$ cat src/rtl/life_pkg.sv
// life_pkg: shared types, widths and helpers for the Conway arena run-control sequencer
package life_pkg;
  localparam int ARENA_ROW_BITS = 8;
  localparam int GEN_BITS = 32;

  typedef enum logic [2:0] {
    IDLE,
    LAUNCH,
    ACK,
    DONE,
    WAIT_PERIOD
  } state_t;

  // Adds a batch to the generation total, clamping at all-ones instead of wrapping
  function automatic logic [GEN_BITS-1:0] sat_add(input logic [GEN_BITS-1:0] a,
                                                  input logic [GEN_BITS-1:0] b);
    logic [GEN_BITS:0] s;
    s = {1'b0, a} + {1'b0, b};
    return s[GEN_BITS] ? '1 : s[GEN_BITS-1:0];
  endfunction
endpackage

$ cat src/rtl/period_timer.sv
// period_timer: loadable down-counter that flags expiry once after counting value..0
module period_timer #(
  parameter int PERIOD_BITS = 24
) (
  input  logic                   clk,
  input  logic                   reset_n,
  input  logic                   load,
  input  logic [PERIOD_BITS-1:0] value,
  input  logic                   abort,
  output logic                   expired
);
  logic [PERIOD_BITS-1:0] cnt_q, cnt_d;
  logic                   active_q, active_d;

  assign expired = active_q && (cnt_q == '0);

  // Load restarts the count; an armed timer walks down to zero then disarms itself
  always_comb begin
    cnt_d    = cnt_q;
    active_d = active_q;
    if (load) begin
      cnt_d    = value;
      active_d = 1'b1;
    end else if (abort) begin
      active_d = 1'b0;
    end else if (active_q) begin
      active_d = (cnt_q != '0);
      cnt_d    = (cnt_q != '0) ? cnt_q - 1'b1 : cnt_q;
    end
  end

  // Counter state register
  always_ff @(posedge clk or negedge reset_n) begin
    if (!reset_n) begin
      cnt_q    <= '0;
      active_q <= 1'b0;
    end else begin
      cnt_q    <= cnt_d;
      active_q <= active_d;
    end
  end
endmodule

$ cat src/rtl/life_scheduler.sv
// life_scheduler: run/step/pause sequencer for the Conway solver plus arena port arbiter
module life_scheduler
  import life_pkg::*;
#(
  parameter int ARENA_WIDTH = 10,
  parameter int PERIOD_BITS = 24,
  parameter int ACK_TIMEOUT = 8
) (
  input  logic                      clk,
  input  logic                      reset_n,
  input  logic                      cmd_run,
  input  logic                      cmd_step,
  input  logic                      cmd_pause,
  input  logic [GEN_BITS-1:0]       batch_size,
  input  logic [PERIOD_BITS-1:0]    period,
  output logic                      solver_start,
  input  logic                      solver_ready,
  output logic [GEN_BITS-1:0]       solver_generations_count,
  input  logic [ARENA_ROW_BITS-1:0] solver_row_select,
  input  logic [ARENA_WIDTH-1:0]    solver_columns_new,
  input  logic                      solver_columns_write,
  input  logic [ARENA_ROW_BITS-1:0] edit_row_select,
  input  logic [ARENA_WIDTH-1:0]    edit_columns_new,
  input  logic                      edit_write,
  output logic                      edit_grant,
  output logic [ARENA_ROW_BITS-1:0] arena_row_select,
  output logic [ARENA_WIDTH-1:0]    arena_columns_new,
  output logic                      arena_columns_write,
  output logic                      running,
  output logic                      busy,
  output logic [GEN_BITS-1:0]       generation,
  output logic                      fault
);
  state_t                 state_q, state_d;
  logic                   running_q, running_d;
  logic                   pend_q, pend_d;
  logic                   fault_q, fault_d;
  logic [GEN_BITS-1:0]    gen_q, gen_d;
  logic [GEN_BITS-1:0]    count_q, count_d;
  logic                   t_load, t_abort, t_expired;
  logic [PERIOD_BITS-1:0] t_value;

  // One timer serves both the ACK timeout and the inter-batch wait; the states never overlap
  period_timer #(.PERIOD_BITS(PERIOD_BITS)) u_timer (
    .clk    (clk),
    .reset_n(reset_n),
    .load   (t_load),
    .value  (t_value),
    .abort  (t_abort),
    .expired(t_expired)
  );

  assign solver_start             = (state_q == LAUNCH);
  assign busy                     = (state_q != IDLE);
  assign edit_grant               = (state_q == IDLE);
  assign solver_generations_count = count_q;
  assign running                  = running_q;
  assign generation               = gen_q;
  assign fault                    = fault_q;
  assign t_abort                  = (state_d == IDLE);
  assign arena_row_select         = edit_grant ? edit_row_select : solver_row_select;
  assign arena_columns_new        = edit_grant ? edit_columns_new : solver_columns_new;
  assign arena_columns_write      = edit_grant ? edit_write : solver_columns_write;

  // Next-state and datapath updates for the run-control sequencer
  always_comb begin
    state_d   = state_q;
    running_d = running_q;
    pend_d    = pend_q;
    fault_d   = fault_q;
    gen_d     = gen_q;
    count_d   = count_q;
    t_load    = 1'b0;
    t_value   = period;
    case (state_q)
      IDLE: begin
        pend_d = 1'b0;
        if (cmd_pause) begin
          running_d = 1'b0;
        end else if (cmd_run || cmd_step) begin
          state_d   = LAUNCH;
          running_d = cmd_run;
          fault_d   = 1'b0;
        end
      end
      LAUNCH: begin
        pend_d  = pend_q | cmd_pause;
        count_d = (batch_size == '0) ? GEN_BITS'(1) : batch_size;
        t_load  = 1'b1;
        t_value = PERIOD_BITS'(ACK_TIMEOUT - 1);
        state_d = ACK;
      end
      ACK: begin
        pend_d = pend_q | cmd_pause;
        if (!solver_ready) begin
          state_d = DONE;
        end else if (t_expired) begin
          state_d   = IDLE;
          fault_d   = 1'b1;
          running_d = 1'b0;
          pend_d    = 1'b0;
        end
      end
      DONE: begin
        pend_d = pend_q | cmd_pause;
        if (solver_ready) begin
          gen_d = sat_add(gen_q, count_q);
          if (running_q && !(pend_q | cmd_pause)) begin
            state_d = WAIT_PERIOD;
            t_load  = 1'b1;
          end else begin
            state_d   = IDLE;
            running_d = 1'b0;
            pend_d    = 1'b0;
          end
        end
      end
      WAIT_PERIOD: begin
        if (cmd_pause) begin
          state_d   = IDLE;
          running_d = 1'b0;
        end else if (t_expired) begin
          state_d = LAUNCH;
        end
      end
      default: state_d = IDLE;
    endcase
  end

  // Sequencer state register
  always_ff @(posedge clk or negedge reset_n) begin
    if (!reset_n) begin
      state_q   <= IDLE;
      running_q <= 1'b0;
      pend_q    <= 1'b0;
      fault_q   <= 1'b0;
      gen_q     <= '0;
      count_q   <= '0;
    end else begin
      state_q   <= state_d;
      running_q <= running_d;
      pend_q    <= pend_d;
      fault_q   <= fault_d;
      gen_q     <= gen_d;
      count_q   <= count_d;
    end
  end
endmodule

$ cat config.mk
export PLATFORM = sky130hd
export DESIGN_NAME = life_scheduler
export DESIGN_NICKNAME = d
export VERILOG_FILES = /design/src/rtl/life_pkg.sv /design/src/rtl/period_timer.sv /design/src/rtl/life_scheduler.sv
export SDC_FILE = /design/constraint.sdc
export NUM_CORES = 1
export LEC_CHECK = 0
export CORE_UTILIZATION = 48
export CTS_CLUSTER_SIZE = 10
export DETAILED_ROUTE_END_ITERATION = 12
export PLACE_DENSITY = 0.92
export SKIP_LAST_GASP = 1
export SLEW_MARGIN = 20
export SYNTH_ARGS = -nofsm -noshare
export SYNTH_HDL_FRONTEND = slang
export SYNTH_SLANG_ARGS = --single-unit
$ cat constraint.sdc
create_clock -name clk -period 3.5 [get_ports clk]
set_input_delay 0.7 -clock clk [delete_from_list [all_inputs] [get_ports clk]]
set_output_delay 0.7 -clock clk [all_outputs]
set_load 0.01 [all_outputs]
# Word level (Yosys, flattened, before mapping)
# Index checks and enable logic that the tools add are counted.
op_classes:
  addsub: 2
  n_bitwise: 1
  reduce_logical: 19
  eq_ne: 13
  muxes: 43
ops:
  columns: ["operator", "n"]
  rows:
  - ["2-to-1 mux 24 bit", 5]
  - ["2-to-1 mux 32 bit", 2]
  - ["adder 32 x 32 -> 33 bit", 1]
  - ["zero test 32 bit", 1]
  - ["zero test 24 bit", 1]
  - ["2-to-1 mux 3 bit", 8]
  - ["nonzero test 24 bit", 1]
  - ["subtractor 24 x 1 -> 24 bit, second input constant", 1]
  - ["2-to-1 mux 1 bit", 21]
  - ["case mux 3 bit (5 select lines)", 1]
  - ["!= test 2 bit, second input constant", 7]
  - ["2-to-1 mux 10 bit", 1]
  - ["2-to-1 mux 8 bit", 1]
  - ["case mux 1 bit (4 select lines)", 2]
  - ["nonzero test 4 bit", 2]
  - ["AND reduction 7 bit", 1]
  - ["== test 3 x 2 -> 1 bit, second input constant", 2]
  - ["zero test 3 bit", 2]
  - ["nonzero test 2 bit", 3]
  - ["AND reduction 5 bit", 1]
  - ["case mux 1 bit (2 select lines)", 2]
  - ["== test 3 x 1 -> 1 bit, second input constant", 1]
  - ["== test 3 bit, second input constant", 1]
  - ["!= test 3 x 2 -> 1 bit, second input constant", 1]
  - ["8 further kinds", 9]
word_totals:
  elab_cells: 86
  inputBits: 100
  reg_bits: 95
  output_inout_bits: 88

# Longest topological paths before layout
depth:
  ltp_word: 9
  depth_mapped: 11
  ltp_nobuf: 10

# Cells and area by module
# Synthesis repeated with hierarchy kept, for this count alone.
hier_totals:
  cells_unflattened: 645
  area_unflattened_um2: 6331.1
modules_own_cells:
  columns: ["mod", "cells_each", "area_per_inst_um2", "instances", "seq_area_each_um2"]
  rows:
  - ["life_scheduler", 483, 4814.6, 1, 1751.7]
  - ["period_timer", 162, 1516.5, 1, 625.6]

# Worst setup path after synthesis
# No wires, ideal clock.
synth_path:
  kind: "input-to-reg"
  start: "input cmd_pause"
  end: "register u_timer.cnt_q[20]"
  t_required_ps: 3369
  n_path_buf: 1
  setup_time_ps: 131
  stages: 8
  arrival_ps: 2554
  slack_ps: 816
  cell_sequence: "clkbuf_1 or4b_2 a21boi_1 a21oi_2 nand2_2 or4_1 nand4_1 o211ai_1"
synth_between:
  elab_chain_cells: 9
  word_cells_on_any_way: 17
  cone_classes: "1 x eq/ne; 9 x mux; 1 x bitwise; 6 x reduce/logical"
synth_rtl:
  columns: ["item", "line_no", "text"]
  rows:
  - ["start: declaration", "life_scheduler.sv:13", "input logic cmd_pause,"]
  - ["bitwise OR 1 bit", "life_scheduler.sv:108", "if (running_q && !(pend_q | cmd_pause)) begin"]
  - ["zero test 1 bit", "life_scheduler.sv:108", null]
  - ["logical AND 1 bit", "life_scheduler.sv:108", null]
  - ["2-to-1 mux 3 bit", "life_scheduler.sv:108", null]
  - ["2-to-1 mux 3 bit", "life_scheduler.sv:106", "if (solver_ready) begin"]
  - ["case mux 3 bit (5 select lines)", "life_scheduler.sv:75", "case (state_q)"]
  - ["zero test 3 bit", "life_scheduler.sv:60", "assign t_abort = (state_d == IDLE);"]
  - ["!= test 2 bit (no source line)", null, null]
  - ["AND reduction 3 bit (no source line)", null, null]
  - ["end signal: assignment", "period_timer.sv:38", "cnt_q <= cnt_d;"]
  - ["end: declaration", "period_timer.sv:12", "logic [PERIOD_BITS-1:0] cnt_q, cnt_d;"]
# Parallel ways exist; a longest one is shown, timed or not.
# A chain may end at the register's enable or synchronous reset.

# Worst setup path in the final report
layout_path:
  start: "register state_q[0]"
  end: "output arena_columns_new[3]"
layout_between:
  elab_chain_cells: 2
layout_rtl:
  columns: ["item", "line_no", "text"]
  rows:
  - ["start: declaration", "life_scheduler.sv:34", "state_t state_q, state_d;"]
  - ["start signal: assignment", "life_scheduler.sv:140", "state_q <= state_d;"]
  - ["zero test 3 bit", "life_scheduler.sv:55", "assign edit_grant = (state_q == IDLE);"]
  - ["2-to-1 mux 10 bit", "life_scheduler.sv:62", "assign arena_columns_new = edit_grant ? edit_columns_new : solver_columns_new;"]
  - ["end: declaration", "life_scheduler.sv:27", "output logic [ARENA_WIDTH-1:0] arena_columns_new,"]
# Every way passes these cells.

==> results.cfg <==
[status]
status = finished clean

[timing]
finalWorstSetupSlack_ns = 0.356
period_needed_ns = 3.14
worst_pin_slew_ns = 0.662
slew_headroom = 0.554
clock.fmax_mhz = 318
finalMaxSlewViolations = 0
clock_skew_ns = 0.00823
finalSetupViolCount = 0
fin_crit_sh = 0.898
final.setup.tns_ns = 0
rsz0062_at_grt = false
whs_ns = 0.351
hold_viol = 0

[global_route]
grt_pass1_wl_mm = 29.2
grt_start_max_net_pins = 45
grt_antenna_before_repair = 0
overflow = 0
grt_pass1_vias = 6136
grtUsageTotal = 0.278

[place]
placement.io_buffers = 187
place_congestion = 0.914
preCtsSetupSlack_ns = 0.285
place_area_sq_um = 8270
hpwl_mm = 13.7

[logic_synthesis]
avgSynthCellArea_sq_um = 8.15
synth_flop_cell = dfrtp_1
synth_seq_area_share = 0.381
ys_warn_count = 0
synth_cell_type_count = 70
synthesis.area_sq_um = 6240
synth_seq_cells = 95
async_flop_share = 1.00
netlist_instances = 765
synth-edff-count = 0
syn_nets = 900

[final_layout]
fin_area_sq_um = 8580
fillCellCount = 1014
num_antenna_cells = 0
final_nets = 1075
final_cell_mix = nand2_1 (198), clkdlybuf4s50_1 (186), dfrtp_1 (95)
final_common_cell = nand2_1
postLayoutCoreUtil = 0.680
syn_to_final_growth_pct = 37.6
drive_gt1_frac = 0.0467

[worst_setup_path]
cp_data_arrival_time_ns = 2.44
path_class = flop to output port
critPathRequiredTime_ns = 2.80
cp-end-kind = output port
crit_fanout = 20
start_kind = flop

[floorplanning]
die_h_microns = 116
die-area_sq_um = 13500
std_cell_rows = 41
core_area_sq_um = 12600
start_util = 0.494
io_pins = 188
die_w_microns = 116

[cts]
ctsHoldBuffers = 0
cts_resized = 0
clock-sinks = 95
post-cts-setup-buffers = 0
cts_buffers = 9
clk_latency_ns = 0.35
clkTransAtPathRegs_ns = 0.07
tritoncts = built
root_buffer = clkbuf_16
cts.path.max_buffers = 2
htreeDepth = 3

[pwr]
pwr-share-seq = 0.223
p_leak_nw = 3.85
peakVddDrop_mv = 0.418
switching_share = 0.457
power.density_nw_per_um2 = 1050
p_sw_mw = 4.12
intPower_mw = 4.90
p_comb_frac = 0.660
p_clk_frac = 0.117

[drt]
route.detailed.drc = 0
dr.first_iter.drc_count = 475
viasPerCell = 5.73
first_pass_iters = 5
drt_wl_total_mm = 18.3
vias = 6386
drtAntennaViolNets = 0
avgRoutedWirePerCell_microns = 16.4

[hold_path]
holdCritPathClass = input port to async pin

[run]
maxCapViolCount = 0
-- cells in the mapped netlist (3+ instances only) --
cell type / n / area [sq um]
nand2_1: 198 / 743
a221o_1: 4 / 40.0
a21oi_1: 60 / 300
o21a_1: 3 / 22.5
a21o_1: 12 / 90.1
nor4_1: 10 / 62.6
nor2_1: 60 / 225
a31oi_1: 11 / 68.8
inv_1: 18 / 67.6
o31ai_1: 7 / 52.6
nor3_1: 17 / 85.1
a221oi_1: 3 / 26.3
a21boi_0: 3 / 22.5
o21ai_0: 30 / 150
and2_1: 7 / 43.8
dfrtp_1: 95 / 2380
nand4_1: 11 / 68.8
clkbuf_1: 29 / 109
buf_2: 3 / 15.0
o211ai_1: 8 / 60.1
a211oi_1: 5 / 37.5
xor2_1: 19 / 166
or3_1: 7 / 43.8
and3_1: 4 / 25.0
xnor2_1: 20 / 175
a22o_1: 5 / 43.8
nand2b_1: 9 / 56.3
ha_1: 34 / 425
a211o_1: 5 / 43.8
nand3_1: 14 / 70.1
-- metrics by stage --
stage,total power [mW],instances
6_report,9.02,1115
5_1_grt,9.74,1115
4_1_cts,8.95,1115
3_5_place_dp,7.84,1101
3_3_place_gp,7.66,1101
2_1_floorplan,5.81,765
-- registers in the layout, summed over array words and instances (netlist names) --
register and cells:
generation 32, solver_generations_count 32, u_timer.cnt_q 24, state_q 3
fault 1, pend_q 1, running 1, u_timer.active_q 1
-- layer usage --
layer,share of wire,global-route usage
met1,0.43,0.359
met2,0.47,0.452
met3,0.071,0.0523
met4,0.037,0.128
met5,0,0
-- path summary, 6_finish.rpt --
| check | from | end | slack, ns | depth (start not counted) |
|---|---|---|---|---|
| hold / removal | reset_n | solver_generations_count[24] | 0.35 | 1 |
| max in group asynchronous | reset_n | u_timer.cnt_q[7] | 2.38 | 2 |
| setup reg to reg | solver_generations_count[0] | generation[30] | 0.49 | 10 |
| min in group clk | fault | fault | 0.49 | 2 |
| setup / recovery | state_q[0] | arena_columns_new[3] | 0.36 | 5 |
| hold reg to reg | fault | fault | 0.49 | 2 |
-- power by group through the flow --
stage	clock, mW	sequential (mW)	combinational, mW
final	1.06	2.01	5.95
after global routing	1.11	2.06	6.57
after CTS	1.06	2.01	5.89
after detailed placement	0	2.02	5.82
after global placement	0	2.00	5.66
after floorplan	0	2.05	3.76
-- logic make-up (layout without fill, tap and decap cells) --
kind of cell / Yosys count / count (layout) / share of synthesized area
xor+xnor: 39 / 39 / 0.0548
buf+inv: 53 / 231 / 0.0343
fa+ha+maj: 35 / 35 / 0.0714
simple gates: 360 / 360 / 0.268
compound gates: 181 / 181 / 0.187
mux: 2 / 2 / 0.00321
flops: 95 / 95 / 0.381
-- cell type report --
| class | instances | area, sq um | share of cell area |
|---|---|---|---|
| sequential | 95 | 2380 | 0.277 |
| tap | 172 | 215 | 0.0251 |
| clock inverter | 3 | 68.8 | 0.00802 |
| clock buffer | 11 | 243 | 0.0283 |
| timing repair buffer | 198 | 1950 | 0.227 |
| inverter | 19 | 71.3 | 0.00831 |
| multi-input combinational | 617 | 3650 | 0.426 |
-- worst max-delay path, cell delays in order (launching register included) --
cell and delay, ns:
dfrtp_1 0.49, or3_1 0.40, inv_1 0.45, nand2_1 0.12, nand2_1 0.09, clkdlybuf4s50_1 0.53
Power figures use the tool's default switching activity.
